--- src/rtl/ahb_master_arbiter_if.sv ---
// Requester-side and AHB-master-side transaction signals of ahb_master_arbiter.
// The master modport is the arbiter's view. The slave modport is the environment's view.
interface ahb_master_arbiter_if #(
  parameter int NUM_REQ    = 2,
  parameter int DATA_WIDTH = 32,
  parameter int ADDR_WIDTH = 32
);
  logic [NUM_REQ-1:0]            i_req_valid;
  logic [NUM_REQ-1:0]            i_req_rd0_wr1;
  logic [NUM_REQ*ADDR_WIDTH-1:0] i_req_addr;
  logic [NUM_REQ*DATA_WIDTH-1:0] i_req_wr_data;
  logic [NUM_REQ-1:0]            o_req_ready;
  logic [NUM_REQ-1:0]            o_req_rd_valid;
  logic [DATA_WIDTH-1:0]         o_req_rd_data;

  logic                          o_m_valid;
  logic                          o_m_rd0_wr1;
  logic [ADDR_WIDTH-1:0]         o_m_addr;
  logic [DATA_WIDTH-1:0]         o_m_wr_data;
  logic                          i_m_ready;
  logic                          i_m_rd_valid;
  logic [DATA_WIDTH-1:0]         i_m_rd_data;

  logic [NUM_REQ-1:0]            o_grant;
  logic                          o_err_unexp_rd;

  modport master (
    input  i_req_valid, i_req_rd0_wr1, i_req_addr, i_req_wr_data,
    output o_req_ready, o_req_rd_valid, o_req_rd_data,
    output o_m_valid, o_m_rd0_wr1, o_m_addr, o_m_wr_data,
    input  i_m_ready, i_m_rd_valid, i_m_rd_data,
    output o_grant, o_err_unexp_rd
  );

  modport slave (
    output i_req_valid, i_req_rd0_wr1, i_req_addr, i_req_wr_data,
    input  o_req_ready, o_req_rd_valid, o_req_rd_data,
    input  o_m_valid, o_m_rd0_wr1, o_m_addr, o_m_wr_data,
    output i_m_ready, i_m_rd_valid, i_m_rd_data,
    input  o_grant, o_err_unexp_rd
  );
endinterface

--- src/rtl/ahb_master_arbiter.sv ---
// Arbitrates NUM_REQ requesters onto one AHB master port and routes read data back through a tag FIFO.
// The default build uses round-robin arbitration. Defining AHB_ARB_FIXED_PRIO_EN selects fixed priority, where the lowest index wins.
module ahb_master_arbiter #(
  parameter int NUM_REQ    = 2,
  parameter int DATA_WIDTH = 32,
  parameter int ADDR_WIDTH = 32,
  parameter int TAG_DEPTH  = 4
) (
  input  logic                  i_clk_ahb,
  input  logic                  i_rstn_ahb,
  ahb_master_arbiter_if.master  bus
);
  localparam int IDX_W  = $clog2(NUM_REQ);
  localparam int TAG_AW = $clog2(TAG_DEPTH);

  typedef logic [IDX_W-1:0] idx_t;
  typedef enum logic {ARB_IDLE, ARB_HOLD} arb_state_t;

  arb_state_t          state_q, state_d;
  idx_t                rr_ptr_q, rr_ptr_d;
  idx_t                hold_idx_q, hold_idx_d;

  idx_t                tag_mem [TAG_DEPTH];
  logic [TAG_AW-1:0]   tag_wr_ptr_q, tag_rd_ptr_q;
  logic [TAG_AW:0]     tag_cnt_q;
  logic                err_unexp_rd_q;

  logic                tag_empty, tag_full, tag_push, tag_pop;
  idx_t                tag_head;
  logic [NUM_REQ-1:0]  elig;
  idx_t                search_start, cand;
  logic                sel_vld;
  idx_t                sel_idx;
  logic                gnt_vld;
  idx_t                gnt_idx;
  logic                accept;

  assign tag_empty = (tag_cnt_q == '0);
  assign tag_full  = (tag_cnt_q == (TAG_AW+1)'(TAG_DEPTH));
  assign tag_pop   = bus.i_m_rd_valid && !tag_empty && i_rstn_ahb;
  assign tag_head  = tag_mem[tag_rd_ptr_q];

  // A pop in the same cycle frees a slot, so a read stays eligible on a full FIFO when data is returning.
  always_comb begin
    elig = '0;
    for (int k = 0; k < NUM_REQ; k++) begin
      elig[k] = bus.i_req_valid[k] && (bus.i_req_rd0_wr1[k] || !tag_full || tag_pop);
    end
  end

`ifdef AHB_ARB_FIXED_PRIO_EN
  assign search_start = '0;
`else
  assign search_start = rr_ptr_q;
`endif

  always_comb begin
    sel_vld = 1'b0;
    sel_idx = '0;
    cand    = '0;
    for (int i = 0; i < NUM_REQ; i++) begin
      cand = idx_t'((int'(search_start) + i) % NUM_REQ);
      if (!sel_vld && elig[cand]) begin
        sel_vld = 1'b1;
        sel_idx = cand;
      end
    end
  end

  always_comb begin
    state_d    = state_q;
    hold_idx_d = hold_idx_q;
    rr_ptr_d   = rr_ptr_q;
    gnt_vld    = 1'b0;
    gnt_idx    = '0;
    accept     = 1'b0;
    case (state_q)
      ARB_IDLE: begin
        gnt_vld = sel_vld;
        gnt_idx = sel_idx;
        if (sel_vld && !bus.i_m_ready) begin
          state_d    = ARB_HOLD;
          hold_idx_d = sel_idx;
        end
      end
      ARB_HOLD: begin
        // The held requester is forwarded alone. If it withdraws, the grant is dropped without an accept.
        gnt_idx = hold_idx_q;
        gnt_vld = bus.i_req_valid[hold_idx_q];
        if (!gnt_vld || bus.i_m_ready) begin
          state_d    = ARB_IDLE;
          hold_idx_d = '0;
        end
      end
      default: state_d = ARB_IDLE;
    endcase
    gnt_vld = gnt_vld && i_rstn_ahb;
    accept  = gnt_vld && bus.i_m_ready;
`ifndef AHB_ARB_FIXED_PRIO_EN
    if (accept) begin
      rr_ptr_d = (gnt_idx == idx_t'(NUM_REQ-1)) ? '0 : idx_t'(gnt_idx + 1'b1);
    end
`endif
  end

  always_comb begin
    bus.o_m_valid   = gnt_vld;
    bus.o_m_rd0_wr1 = 1'b0;
    bus.o_m_addr    = '0;
    bus.o_m_wr_data = '0;
    bus.o_grant     = '0;
    bus.o_req_ready = '0;
    for (int k = 0; k < NUM_REQ; k++) begin
      if (gnt_vld && gnt_idx == idx_t'(k)) begin
        bus.o_m_rd0_wr1    = bus.i_req_rd0_wr1[k];
        bus.o_m_addr       = bus.i_req_addr[k*ADDR_WIDTH +: ADDR_WIDTH];
        bus.o_m_wr_data    = bus.i_req_wr_data[k*DATA_WIDTH +: DATA_WIDTH];
        bus.o_grant[k]     = 1'b1;
        bus.o_req_ready[k] = bus.i_m_ready;
      end
    end
  end

  assign tag_push = accept && !bus.o_m_rd0_wr1;

  always_comb begin
    bus.o_req_rd_valid = '0;
    for (int k = 0; k < NUM_REQ; k++) begin
      bus.o_req_rd_valid[k] = tag_pop && (tag_head == idx_t'(k));
    end
    bus.o_req_rd_data = (bus.i_m_rd_valid && i_rstn_ahb) ? bus.i_m_rd_data : '0;
  end

  assign bus.o_err_unexp_rd = err_unexp_rd_q;

  always_ff @(posedge i_clk_ahb or negedge i_rstn_ahb) begin
    if (!i_rstn_ahb) begin
      state_q        <= ARB_IDLE;
      rr_ptr_q       <= '0;
      hold_idx_q     <= '0;
      tag_wr_ptr_q   <= '0;
      tag_rd_ptr_q   <= '0;
      tag_cnt_q      <= '0;
      err_unexp_rd_q <= 1'b0;
    end else begin
      state_q    <= state_d;
      rr_ptr_q   <= rr_ptr_d;
      hold_idx_q <= hold_idx_d;
      if (tag_push) tag_wr_ptr_q <= tag_wr_ptr_q + 1'b1;
      if (tag_pop)  tag_rd_ptr_q <= tag_rd_ptr_q + 1'b1;
      case ({tag_push, tag_pop})
        2'b10:   tag_cnt_q <= tag_cnt_q + 1'b1;
        2'b01:   tag_cnt_q <= tag_cnt_q - 1'b1;
        default: tag_cnt_q <= tag_cnt_q;
      endcase
      if (bus.i_m_rd_valid && tag_empty) err_unexp_rd_q <= 1'b1;
    end
  end

  // Tag storage carries no reset. Entries are only read below the count.
  always_ff @(posedge i_clk_ahb) begin
    if (tag_push) tag_mem[tag_wr_ptr_q] <= gnt_idx;
  end
endmodule

--- src/flat_wrapper.sv ---
// flat-port wrapper written by rule: the top's interface ports become plain ports
module ahb_master_arbiter_flat 
#(
  parameter int NUM_REQ    = 2,
  parameter int DATA_WIDTH = 32,
  parameter int ADDR_WIDTH = 32,
  parameter int TAG_DEPTH  = 4
)
  (i_clk_ahb, i_rstn_ahb, bus_i_req_valid, bus_i_req_rd0_wr1, bus_i_req_addr, bus_i_req_wr_data, bus_o_req_ready, bus_o_req_rd_valid, bus_o_req_rd_data, bus_o_m_valid, bus_o_m_rd0_wr1, bus_o_m_addr, bus_o_m_wr_data, bus_i_m_ready, bus_i_m_rd_valid, bus_i_m_rd_data, bus_o_grant, bus_o_err_unexp_rd);
  ahb_master_arbiter_if #(.NUM_REQ(NUM_REQ), .DATA_WIDTH(DATA_WIDTH), .ADDR_WIDTH(ADDR_WIDTH)) bus_i ();
  input  logic i_clk_ahb;
  input  logic i_rstn_ahb;
  input wire logic [$bits(bus_i.i_req_valid)-1:0] bus_i_req_valid;
  input wire logic [$bits(bus_i.i_req_rd0_wr1)-1:0] bus_i_req_rd0_wr1;
  input wire logic [$bits(bus_i.i_req_addr)-1:0] bus_i_req_addr;
  input wire logic [$bits(bus_i.i_req_wr_data)-1:0] bus_i_req_wr_data;
  output wire logic [$bits(bus_i.o_req_ready)-1:0] bus_o_req_ready;
  output wire logic [$bits(bus_i.o_req_rd_valid)-1:0] bus_o_req_rd_valid;
  output wire logic [$bits(bus_i.o_req_rd_data)-1:0] bus_o_req_rd_data;
  output wire logic [$bits(bus_i.o_m_valid)-1:0] bus_o_m_valid;
  output wire logic [$bits(bus_i.o_m_rd0_wr1)-1:0] bus_o_m_rd0_wr1;
  output wire logic [$bits(bus_i.o_m_addr)-1:0] bus_o_m_addr;
  output wire logic [$bits(bus_i.o_m_wr_data)-1:0] bus_o_m_wr_data;
  input wire logic [$bits(bus_i.i_m_ready)-1:0] bus_i_m_ready;
  input wire logic [$bits(bus_i.i_m_rd_valid)-1:0] bus_i_m_rd_valid;
  input wire logic [$bits(bus_i.i_m_rd_data)-1:0] bus_i_m_rd_data;
  output wire logic [$bits(bus_i.o_grant)-1:0] bus_o_grant;
  output wire logic [$bits(bus_i.o_err_unexp_rd)-1:0] bus_o_err_unexp_rd;
  assign bus_i.i_req_valid = bus_i_req_valid;
  assign bus_i.i_req_rd0_wr1 = bus_i_req_rd0_wr1;
  assign bus_i.i_req_addr = bus_i_req_addr;
  assign bus_i.i_req_wr_data = bus_i_req_wr_data;
  assign bus_o_req_ready = bus_i.o_req_ready;
  assign bus_o_req_rd_valid = bus_i.o_req_rd_valid;
  assign bus_o_req_rd_data = bus_i.o_req_rd_data;
  assign bus_o_m_valid = bus_i.o_m_valid;
  assign bus_o_m_rd0_wr1 = bus_i.o_m_rd0_wr1;
  assign bus_o_m_addr = bus_i.o_m_addr;
  assign bus_o_m_wr_data = bus_i.o_m_wr_data;
  assign bus_i.i_m_ready = bus_i_m_ready;
  assign bus_i.i_m_rd_valid = bus_i_m_rd_valid;
  assign bus_i.i_m_rd_data = bus_i_m_rd_data;
  assign bus_o_grant = bus_i.o_grant;
  assign bus_o_err_unexp_rd = bus_i.o_err_unexp_rd;
  ahb_master_arbiter #(.NUM_REQ(NUM_REQ), .DATA_WIDTH(DATA_WIDTH), .ADDR_WIDTH(ADDR_WIDTH), .TAG_DEPTH(TAG_DEPTH)) u_core (.i_clk_ahb(i_clk_ahb), .i_rstn_ahb(i_rstn_ahb), .bus(bus_i));
endmodule
--- config.mk ---
export PLATFORM = sky130hd
export DESIGN_NAME = ahb_master_arbiter_flat
export DESIGN_NICKNAME = d
export VERILOG_FILES = /design/src/rtl/ahb_master_arbiter_if.sv /design/src/rtl/ahb_master_arbiter.sv /design/src/flat_wrapper.sv
export SDC_FILE = /design/constraint.sdc
export NUM_CORES = 1
export LEC_CHECK = 0
export ABC_AREA = 1
export CAP_MARGIN = 25
export CORE_AREA = 2 2 106 108
export DETAILED_ROUTE_END_ITERATION = 8
export DIE_AREA = 0 0 108 110
export DONT_BUFFER_PORTS = 1
export SLEW_MARGIN = 10
export SYNTH_ARGS = -nofsm -noshare
export SYNTH_HDL_FRONTEND = slang
export SYNTH_SLANG_ARGS = --single-unit
--- constraint.sdc ---
create_clock -name i_clk_ahb -period 5.45 [get_ports i_clk_ahb]
set_clock_uncertainty 0.2 [all_clocks]
set_input_delay 1.3625 -clock i_clk_ahb [delete_from_list [all_inputs] [get_ports i_clk_ahb]]
set_output_delay 1.3625 -clock i_clk_ahb [all_outputs]
set_load 0.1 [all_outputs]
# After elaboration in Yosys (flattened, before gate mapping)
# Memory sizes are Yosys's and may differ from the RTL's.
# Cells that the tools add are included.
# op_classes
magnitude_cmp	3
n_mul	0
shifts	0
muxes	33
addsub	6
n_div	0
bitwise	3
n_reduce_logical	29
eq_ne	5
# op_table
operator	n
two-way mux 32 bit	5
two-way mux 1 bit	23
logical AND 1 bit	15
one-hot mux 1 bit (2 select lines)	4
logical NOT 1 bit	6
< comparator 1 x 2 -> 1 bit, second input constant	3
one-hot mux 3 bit (2 select lines)	1
logical OR 1 bit	5
adder 2 x 1 -> 2 bit, second input constant	2
adder 3 x 1 -> 3 bit, second input constant	1
equality test 3 bit, second input constant	1
logical NOT 3 bit	1
inverter 1 bit	3
subtractor 3 x 1 -> 3 bit, second input constant	1
adder 1 bit, second input constant	2
equality test 2 x 1 -> 1 bit, second input constant	1
equality test 2 bit, second input constant	1
!= test 2 x 1 -> 1 bit, second input constant	1
!= test 2 bit, second input constant	1
AND reduction 2 bit	1
nonzero test 2 bit	1
# word_totals
latch_bits	0
elab_cells	87
mem_bits_ro	0
ff_bits	11
n_memories	1
in_bits	168
output_inout_bits	105
ram_bits	4
# mem_list
name	depth	word_bits	read_ports	rd_clocked_by_memory_dff	wr	line	source
u_core.tag_mem	4	1	1	0	1	ahb_master_arbiter.sv:23	idx_t tag_mem [TAG_DEPTH];

# Logic depth before layout (Yosys ltp)
# Gate-level depths: netlist (run 1).
# logic_depth
depth_word	21
mapped_depth	15
depth_no_buf	15

# Worst setup path after synthesis (run 1)
# OpenSTA, ideal clock, no wires.
# synth_path
kind	input to output
from	input port bus_i_req_valid[0]
to	output port bus_o_m_wr_data[22]
required_time_ns	3.888
slack_ns	0.238
arrival_ns	3.649
path_buffers	1
cell_stages	11
cell_sequence	inv_1 -> o21ai_0 -> nand2_1 -> nand3_2 -> nand2_1 -> inv_2 -> nand2_2 -> inv_2 -> buf_2 -> nand2_1 -> nand2_1
# synth_between
elab_chain_len	12
elab_cells_between_ends	21
classes_between	mux (14); bitwise (1); reduce/logical (6)
# synth_lines
item	line	source
start, declared	flat_wrapper.sv:13	input wire logic [$bits(bus_i.i_req_valid)-1:0] bus_i_req_valid;
logical AND 1 bit	ahb_master_arbiter.sv:47	elig[k] = bus.i_req_valid[k] && (bus.i_req_rd0_wr1[k] || !tag_full || tag_pop);
two-way mux 1 bit (not written as such) (2 in a row)	ahb_master_arbiter.sv:63	if (!sel_vld && elig[cand]) begin
two-way mux 1 bit	ahb_master_arbiter.sv:63	
logical NOT 1 bit	ahb_master_arbiter.sv:63	
logical AND 1 bit	ahb_master_arbiter.sv:63	
two-way mux 1 bit	ahb_master_arbiter.sv:63	
one-hot mux 1 bit (2 select lines) *	ahb_master_arbiter.sv:77	case (state_q)
logical AND 1 bit *	ahb_master_arbiter.sv:97	gnt_vld = gnt_vld && i_rstn_ahb;
net bus_o_m_valid	flat_wrapper.sv:20	output wire logic [$bits(bus_i.o_m_valid)-1:0] bus_o_m_valid;
logical AND 1 bit	ahb_master_arbiter.sv:114	if (gnt_vld && gnt_idx == idx_t'(k)) begin
two-way mux 32 bit	ahb_master_arbiter.sv:114	
two-way mux 32 bit *	ahb_master_arbiter.sv:114	
end, declared	flat_wrapper.sv:23	output wire logic [$bits(bus_i.o_m_wr_data)-1:0] bus_o_m_wr_data;
# The timed path passes the listed nets; every way through them passes the cells marked *. The select of a mux whose other input is x is not followed.

# Final worst setup path (run 1)
# layout_path
from	input port bus_i_req_valid[0]
to	output port bus_o_m_wr_data[14]
# layout_between
elab_chain_len	12
elab_cells_between_ends	21
classes_between	mux (14); bitwise (1); reduce/logical (6)
# layout_lines
item	line
logical AND 1 bit	ahb_master_arbiter.sv:47
two-way mux 1 bit (not written as such) (2 in a row)	ahb_master_arbiter.sv:63
two-way mux 1 bit	ahb_master_arbiter.sv:63
logical NOT 1 bit	ahb_master_arbiter.sv:63
logical AND 1 bit	ahb_master_arbiter.sv:63
two-way mux 1 bit	ahb_master_arbiter.sv:63
one-hot mux 1 bit (2 select lines)	ahb_master_arbiter.sv:77
logical AND 1 bit or inverter 1 bit (tied branches)	ahb_master_arbiter.sv:97, ahb_master_arbiter.sv:114
logical AND 1 bit	ahb_master_arbiter.sv:114
two-way mux 32 bit	ahb_master_arbiter.sv:114
two-way mux 32 bit *	ahb_master_arbiter.sv:114
# Mark *: on every way between the ends. The rest lies on a longest branch, timed or not. The select of a mux whose other input is x is not followed.

==> results summary, run 1 <==
The minimum clock period is 4700 ps. The final non-filler cell area is 0.00378 sq mm. Counting distinct cell types in the post-synthesis netlist gives 26. Setup violations remaining at the end of the flow were counted as 0. The actual slew at the worst max-slew pin came out at 906 ps. The root cell of the clock tree is sky130_fd_sc_hd__clkbuf_8. Sorting the synthesized cells by area gives the leading types as sky130_fd_sc_hd__nand2_1 (40%), sky130_fd_sc_hd__dfrtp_1 (14%), sky130_fd_sc_hd__inv_1 (9.6%). The final total negative setup slack is 0 ps. In this run the count of I/O pins placed on the die edge is 273. The initial detailed-routing violation count came out at 119. The hold buffer count at CTS is 0.

Dividing the synthesized area by the synthesized cell count gives 5.20 sq um. Relative to the synthesized area, the layout overhead comes to 88.9%. The pre-antenna-repair detailed-routing pass consisted of 4 iterations. The floorplan has 38 rows. The run finished with clean final reports. The total number of nets in the final design came out at 654.

The die boundary width came out at 108 um. The number of synthesized register bits came out at 15. The leakage component of the power came out at 0.00202 uW. After layout, the design draws a total of 1870 uW.

The total core area came out at 0.0107 sq mm. The fraction of registers with async set/reset came out at 0.733. Counting flops with a built-in enable in the synthesized netlist gives 4. The slowest stage of the critical path belongs to the cell sky130_fd_sc_hd__buf_4.

The total buffers and inverters traversed by the critical path is 5. The detailed router placed 2,576 vias in this run. The number of global-route vias before repair is 2,190.

Hold is met by 272 ps. Setup repair after global routing left no endpoint under its margin. The critical path required time is 3890 ps. sky130_fd_sc_hd__nand2_1 is the most common cell in the netlist.

The via density per instance is 4.16. The number of remaining DRC errors is 0. The slack of the worst reg-to-reg path is 2590 ps. The placed cell area is 0.00373 sq mm.

The critical path's most frequent cell is sky130_fd_sc_hd__nand2_1. The biggest area consumer among synthesized cells is sky130_fd_sc_hd__nand2_1. The critical path goes through inv_1 > o21ai_0 > nand2_1 > nand3_2 > nand2_1 > inv_2 > nand2_2 > inv_2 > buf_4 > nand2_1 > nand2_1 > buf_12.

The clock latency of the later-clocked register in the worst-skew pair came out at 250 ps. Across every metal layer, demand over resource in global routing totals 0.117. The tool flagged a number of max-cap violations equal to 0. The TritonCTS sink count is 15. Among all flip-flop cells after synthesis, the most frequent one is sky130_fd_sc_hd__dfrtp_1. TritonCTS built the clock tree. The number of buffers created by CTS came out at 3. Dividing the detail-routed wire length by the instance count gives 13.2 um. The number of antenna violations at the first check in global routing came to 0. The nature of the critical path startpoint is an input pin. Detailed placement ended at an HPWL of 6.98 mm.

The cell area after synthesis came out at 0.00200 sq mm. The count of nets left with antenna violations once routing finished came out at 0. For this run the aggregate overflow at the end of global routing stands at 0. The floorplan die area is 0.0119 sq mm. For this configuration, the core starts out at a cell density of 0.187. The kind of path behind the tightest hold check is flop to flop. The total of buffers placed on input and output ports is 0. Entering global routing, the biggest net connects 66 pins. The maximum fanout encountered on the critical timing path is 65. The number of diodes added for antenna fixing is 0. The endpoint arrival time on the critical path is 3140 ps.

The first-pass GRT wire length came out at 11.0 mm. The share of the Yosys chip area taken by registers is 0.198. The hold violation count in the final report came out at 0. The peak per-stage delay on the critical path is 480 ps. The worst IR drop on VDD came out at 0.000226 V. The routed wire length came out at 8.19 mm. The Yosys warning count came out at 0. The placer's final routability congestion estimate came out at 0.755. Synthesis handed over a netlist of 385 instances.

The setup fix buffers added after clock tree synthesis came out at 0. Measured against its own limit, the worst slew margin works out to 0.396. The number of levels the H-tree was split into is 1. The max-slew violation count is 0. The maximum clock insertion buffer count came out at 2. The worst setup path is captured at a primary output. The net count after synthesis is 559. The clock slew seen by the registers of the worst setup and hold paths is 60 ps. The number of resized instances in the post-cts repair step is 0. The chip height came out at 110 um.

The share of post-route cells with drive strength above 1 came out at 0.328. The maximum frequency from static timing analysis came out at 213 MHz. The post-route fraction of the period consumed by the critical path is 0.863. The ratio of total power to cell area came out at 495 mW/mm^2. After synthesis, the most frequently instantiated cells are sky130_fd_sc_hd__nand2_1 (212), sky130_fd_sc_hd__inv_1 (51), sky130_fd_sc_hd__nor2_1 (50), sky130_fd_sc_hd__dfrtp_1 (11), sky130_fd_sc_hd__buf_6 (7). In this design, the largest share of critical-path delay is due to buffers and inverters. The fraction of synthesized cell area taken by the top area cell type came out at 0.398. The critical path is of the input pin to primary output type.
## sequential cells by signal, indices dropped and copies added (netlist names)
| signal | cells |
|---|---|
| u_core.tag_wr_ptr_q | 2 |
| u_core.tag_mem | 4 |
| u_core.bus.o_err_unexp_rd | 1 |
| u_core.hold_idx_q | 1 |
| u_core.tag_cnt_q | 3 |
| u_core.tag_rd_ptr_q | 2 |
| u_core.rr_ptr_q | 1 |
| u_core.state_q | 1 |
## cell families after synthesis
logic type / Yosys count / synth area share
AND/OR/NAND/NOR: 274 / 0.531
buffers and inverters: 72 / 0.172
AO/OA/AOI/OAI: 15 / 0.0450
flip-flops: 15 / 0.198
adder cells (fa/ha/maj): 6 / 0.0413
XOR/XNOR: 3 / 0.0131
## worst reg2reg max path: stages, from the launching register on
cell                      delay, ps
sky130_fd_sc_hd__dfrtp_1        380
sky130_fd_sc_hd__inv_1          110
sky130_fd_sc_hd__nand2_1         80
sky130_fd_sc_hd__nor2_1          90
sky130_fd_sc_hd__nand2_1         80
sky130_fd_sc_hd__nand3_1        100
sky130_fd_sc_hd__nand2_1         80
sky130_fd_sc_hd__nand2_1        190
sky130_fd_sc_hd__nand4_1        210
sky130_fd_sc_hd__nand3_2        200
sky130_fd_sc_hd__ha_1           170
sky130_fd_sc_hd__inv_1           70
sky130_fd_sc_hd__fa_1           380
sky130_fd_sc_hd__a21oi_1        140
sky130_fd_sc_hd__o21ai_0        110
sky130_fd_sc_hd__xor2_1         160
## routing by layer
layer	part of all wire	global-route usage
met1	0.38	0.148
met2	0.52	0.201
met3	0.090	0.0329
met4	0.0057	0.0183
met5	0	0
## power by group
part / internal (uW) / total (uW) / switching (uW)
Combinational: 462 / 1580 / 1120
Clock: 50.7 / 92.3 / 41.6
Sequential: 156 / 195 / 39.2
Total: 669 / 1870 / 1200
## stage by stage
step,setup slack (ps),util,instances
6_report,748,0.353,619
5_1_grt,508,0.353,619
4_1_cts,768,0.353,619
3_5_place_dp,774,0.349,615
3_3_place_gp,826,0.349,615
2_1_floorplan,238,-,385
## path summary, 6_finish.rpt
path | from | depth (start not counted) | end
min reg2reg | u_core.tag_rd_ptr_q[1] | 1 | u_core.tag_rd_ptr_q[1]
max reg2reg | u_core.tag_cnt_q[1] | 15 | u_core.tag_cnt_q[2]
max in group asynchronous | i_rstn_ahb | 0 | u_core.tag_wr_ptr_q[1]
max | bus_i_req_valid[0] | 12 | bus_o_m_wr_data[14]
min in group asynchronous | i_rstn_ahb | 0 | u_core.bus.o_err_unexp_rd
min | u_core.tag_rd_ptr_q[1] | 1 | u_core.tag_rd_ptr_q[1]
## placed cells by master, fill, tap and decap left out
cell type	instances
sky130_fd_sc_hd__dfrtp_1	11
sky130_fd_sc_hd__o22ai_1	1
sky130_fd_sc_hd__xor2_1	2
sky130_fd_sc_hd__a21oi_1	6
sky130_fd_sc_hd__nor2_2	36
sky130_fd_sc_hd__a21o_1	1
sky130_fd_sc_hd__xnor2_1	1
sky130_fd_sc_hd__nor2_1	14
sky130_fd_sc_hd__nand2_1	212
sky130_fd_sc_hd__a31oi_1	1
sky130_fd_sc_hd__o21ai_0	4
sky130_fd_sc_hd__inv_1	51
sky130_fd_sc_hd__clkbuf_8	3
sky130_fd_sc_hd__clkinv_2	1
sky130_fd_sc_hd__fa_1	1
sky130_fd_sc_hd__buf_12	64
sky130_fd_sc_hd__nand2_2	3
sky130_fd_sc_hd__o21bai_2	1
sky130_fd_sc_hd__edfxtp_1	4
sky130_fd_sc_hd__a32oi_1	1
sky130_fd_sc_hd__buf_4	43
sky130_fd_sc_hd__nand4_1	4
sky130_fd_sc_hd__ha_1	5
sky130_fd_sc_hd__nand3_2	2
sky130_fd_sc_hd__inv_2	4
sky130_fd_sc_hd__nand3_1	3
## final cells by class
type                       instances  area [sq um]
clock buffer                       3          41.3
clock inverter                     1          5.00
fill                            1104          6920
inverter                          55           206
multi-input combinational        298          1350
sequential                        15           395
tap                              140           175
timing repair buffer             107          1600
Power figures use the tool's default switching activity.
==> run 2: changes to the inputs <==
- REMOVE_ABC_BUFFERS: unset -> 1
- SLEW_MARGIN: 10 -> unset
==> results summary, run 2 (synthesized netlist as in run 1, its figures left out) <==
The flow ran to the end, and the final reports show no timing, DRC or antenna violations. The area used by sequential logic in the layout came out at 395 sq um (unchanged). The number of antenna violations at the first check in global routing came out at 0 (unchanged). The total of buffers placed on input and output ports came to 0 (unchanged). The maximum frequency from static timing analysis came to 213 MHz (+0.16%). The clock slew seen by the registers of the worst setup and hold paths came out at 60 ps (about the same). The effective utilization at floorplan is 0.187 (unchanged). The pin count of the biggest net entering global routing is 44 (-33%). The via density per instance is 4.22 (+1.5%). In the layout the commonest cells are sky130_fd_sc_hd__nand2_1 (212), sky130_fd_sc_hd__buf_12 (65), sky130_fd_sc_hd__inv_1 (51), sky130_fd_sc_hd__buf_4 (43), sky130_fd_sc_hd__nor2_2 (36). In this run the most critical hold path is launched from u_core.tag_rd_ptr_q[1]. The total buffers and inverters traversed by the critical path came out at 5 (unchanged). The total of max-cap violations is 0 (unchanged).

From synthesis to final layout, the design area changed by 89.9%. STA classifies the critical path startpoint as an input pin. The worst slew margin relative to its limit came out at 0.398 (+0.00270). The initial detailed-routing violation count came to 102 (-14%).

TritonCTS built the clock tree. On the critical path the largest part of the delay comes from buffers and inverters. The setup fix buffers added after clock tree synthesis came out at 0 (unchanged). The maximum fanout encountered on the critical timing path is 43 (-34%). The number of fill cells is 1,097 (-0.63%). The number of diodes added for antenna fixing is 0 (unchanged). The tree is rooted in a sky130_fd_sc_hd__clkbuf_8. The routed wire length is 9.10 mm (+11%). Setup repair after global routing left no endpoint under its margin. The hold buffer count at CTS came out at 0 (unchanged). The total power draw came to 1890 uW (+1.1%).

The all-layer global routing usage came out at 0.131 (+0.0148). The half-perimeter wire length of the detailed placement result is 8.10 mm (+16%). The critical path required time was 3890 ps (about the same). The max-slew violation count is 0 (unchanged). The number of primary I/O pins is 273 (unchanged). The minimum clock period is 4690 ps (-7.61 ps).

In the final layout, the registers with the most flip-flops are u_core.tag_mem (4), u_core.tag_cnt_q (3). The endpoint class of the critical path is a primary output. The number of buffers created by CTS came out at 3 (unchanged).

The die boundary width is 108 um (unchanged). The remaining global-route overflow came out at 0 (unchanged). The total via count after detailed routing is 2,618 (+1.6%). The slowest stage of the critical path is the sky130_fd_sc_hd__inv_2 cell. The number of flip-flops in the largest register was 4 (unchanged). The number of placement rows came out at 38 (unchanged). The maximum clock insertion buffer count is 2 (unchanged). The peak per-stage delay on the critical path is 340 ps (-140 ps). The TritonCTS sink count came out at 15 (unchanged). The post-route fraction of the period consumed by the critical path is 0.861 (-0.00140). The total area of multi-input combinational cells is 0.00135 sq mm (unchanged). The share of post-route cells with drive strength above 1 was 0.329 (+0.00140).

The number of global-route vias before repair came out at 2,156 (-1.6%). The leakage component of the power came out at 0.00203 uW (+0.44%). Counting stages on the worst path, the most repeated cell is sky130_fd_sc_hd__nand2_1. The total core area came out at 0.0107 sq mm (unchanged).

The floorplan die area is 0.0119 sq mm (unchanged). The clock latency of the later-clocked register in the worst-skew pair is 250 ps (about the same). The number of resized instances in the post-cts repair step came out at 0 (unchanged). The start point of the critical path is bus_i_req_valid[0].

Leaving out fill and tap cells, the most frequent cell in the layout is sky130_fd_sc_hd__nand2_1. The number of nets with antenna violations after routing is 0 (unchanged). The placer's final routability congestion estimate is 0.803 (+6.3%). The hold violation count in the final report came out at 0 (unchanged).

The start-to-end type of the worst setup path is input pin to primary output. The number of levels the H-tree was split into came to 1 (unchanged). The tightest min-delay check is of the flop to flop type. The total number of nets in the final design was 655 (+0.15%). In this run the critical register-to-register path is launched from u_core.tag_cnt_q[1]. The actual slew at the worst max-slew pin is 902 ps (-4.05 ps). The endpoint arrival time on the critical path is 3130 ps (about the same). The final total negative setup slack is 0 ps (unchanged).

The chip height is 110 um (unchanged). The first-pass GRT wire length is 11.6 mm (+6.1%). The worst IR drop on VDD came out at 0.000306 V (+35%). The register with the most flip-flops in the final layout is u_core.tag_mem. The number of remaining DRC errors came out at 0 (unchanged). The number of detailed-route iterations in the first pass came to 4 (unchanged). The final routed wire length divided by cell count is 14.7 um (+11%).

The ratio of total power to cell area is 498 mW/mm^2 (+0.58%). The final number of setup-violating endpoints came out at 0 (unchanged). The critical path goes through inv_1 > o21ai_0 > nand2_1 > nand3_2 > nand2_1 > inv_2 > nand2_2 > inv_2 > buf_12 > nand2_1 > nand2_1 > buf_12.
## run 2: cell count changes in the layout (fill, tap and decap cells not counted)
cell | previous run | this run
sky130_fd_sc_hd__buf_12 | 64 | 65
## run 2: final timing paths
kind | endpoint | slack [ps] | depth (start not counted)
max in group asynchronous | u_core.state_q | 4380 | 0
hold reg to reg | u_core.tag_rd_ptr_q[1] | 270 | 1
min in group asynchronous | u_core.tag_rd_ptr_q[1] | 600 | 0
setup reg to reg | u_core.tag_cnt_q[2] | 2510 | 15
hold / removal | u_core.tag_rd_ptr_q[1] | 270 | 1
setup / recovery | bus_o_m_addr[5] | 760 | 12
## run 2: routing by layer
layer	track usage	part of all wire	vias to the layer above
met2	0.252	0.53	173
li1	-	-	1314
met4	0.0110	0.0021	0
met3	0.0282	0.095	2
met5	0	0	-
met1	0.155	0.37	1129
## run 2: worst register-to-register path, stage by stage, from the launching register on
cell                      delay (ps)
sky130_fd_sc_hd__dfrtp_1         380
sky130_fd_sc_hd__inv_1           110
sky130_fd_sc_hd__nand2_1          90
sky130_fd_sc_hd__nor2_1          110
sky130_fd_sc_hd__nand2_1          80
sky130_fd_sc_hd__nand3_1         100
sky130_fd_sc_hd__nand2_1          70
sky130_fd_sc_hd__nand2_1         200
sky130_fd_sc_hd__nand4_1         230
sky130_fd_sc_hd__nand3_2         220
sky130_fd_sc_hd__ha_1            180
sky130_fd_sc_hd__inv_1            70
sky130_fd_sc_hd__fa_1            380
sky130_fd_sc_hd__a21oi_1         160
sky130_fd_sc_hd__o21ai_0         120
sky130_fd_sc_hd__xor2_1          150
## run 2: layout make-up
cell class / instances / share of cell area
inverters: 55 / 0.0543
well taps: 140 / 0.0461
flip-flops and latches: 15 / 0.104
multi-input cells: 298 / 0.356
clock inverters: 1 / 0.00132
repair buffers: 108 / 0.428
clock buffers: 3 / 0.0109
## run 2: power breakdown
part / leakage, uW / total [uW] / switching [uW] / internal, uW
Combinational: 0.00184 / 1600 / 1140 / 468
Clock: 0.0000255 / 91.0 / 40.4 / 50.6
Sequential: 0.000166 / 196 / 40.4 / 156
Total: 0.00203 / 1890 / 1220 / 674
## run 2: per-stage QoR
step	instance area (sq um)	hold WS [ps]	instances	setup slack (ps)	utilization
2_1_floorplan	1860	242	368	-278	-
5_1_grt	3800	293	620	601	0.355
3_3_place_gp	3750	261	616	829	0.351
4_1_cts	3800	276	620	782	0.355
6_report	3800	272	620	756	0.355
3_5_place_dp	3750	267	616	786	0.351
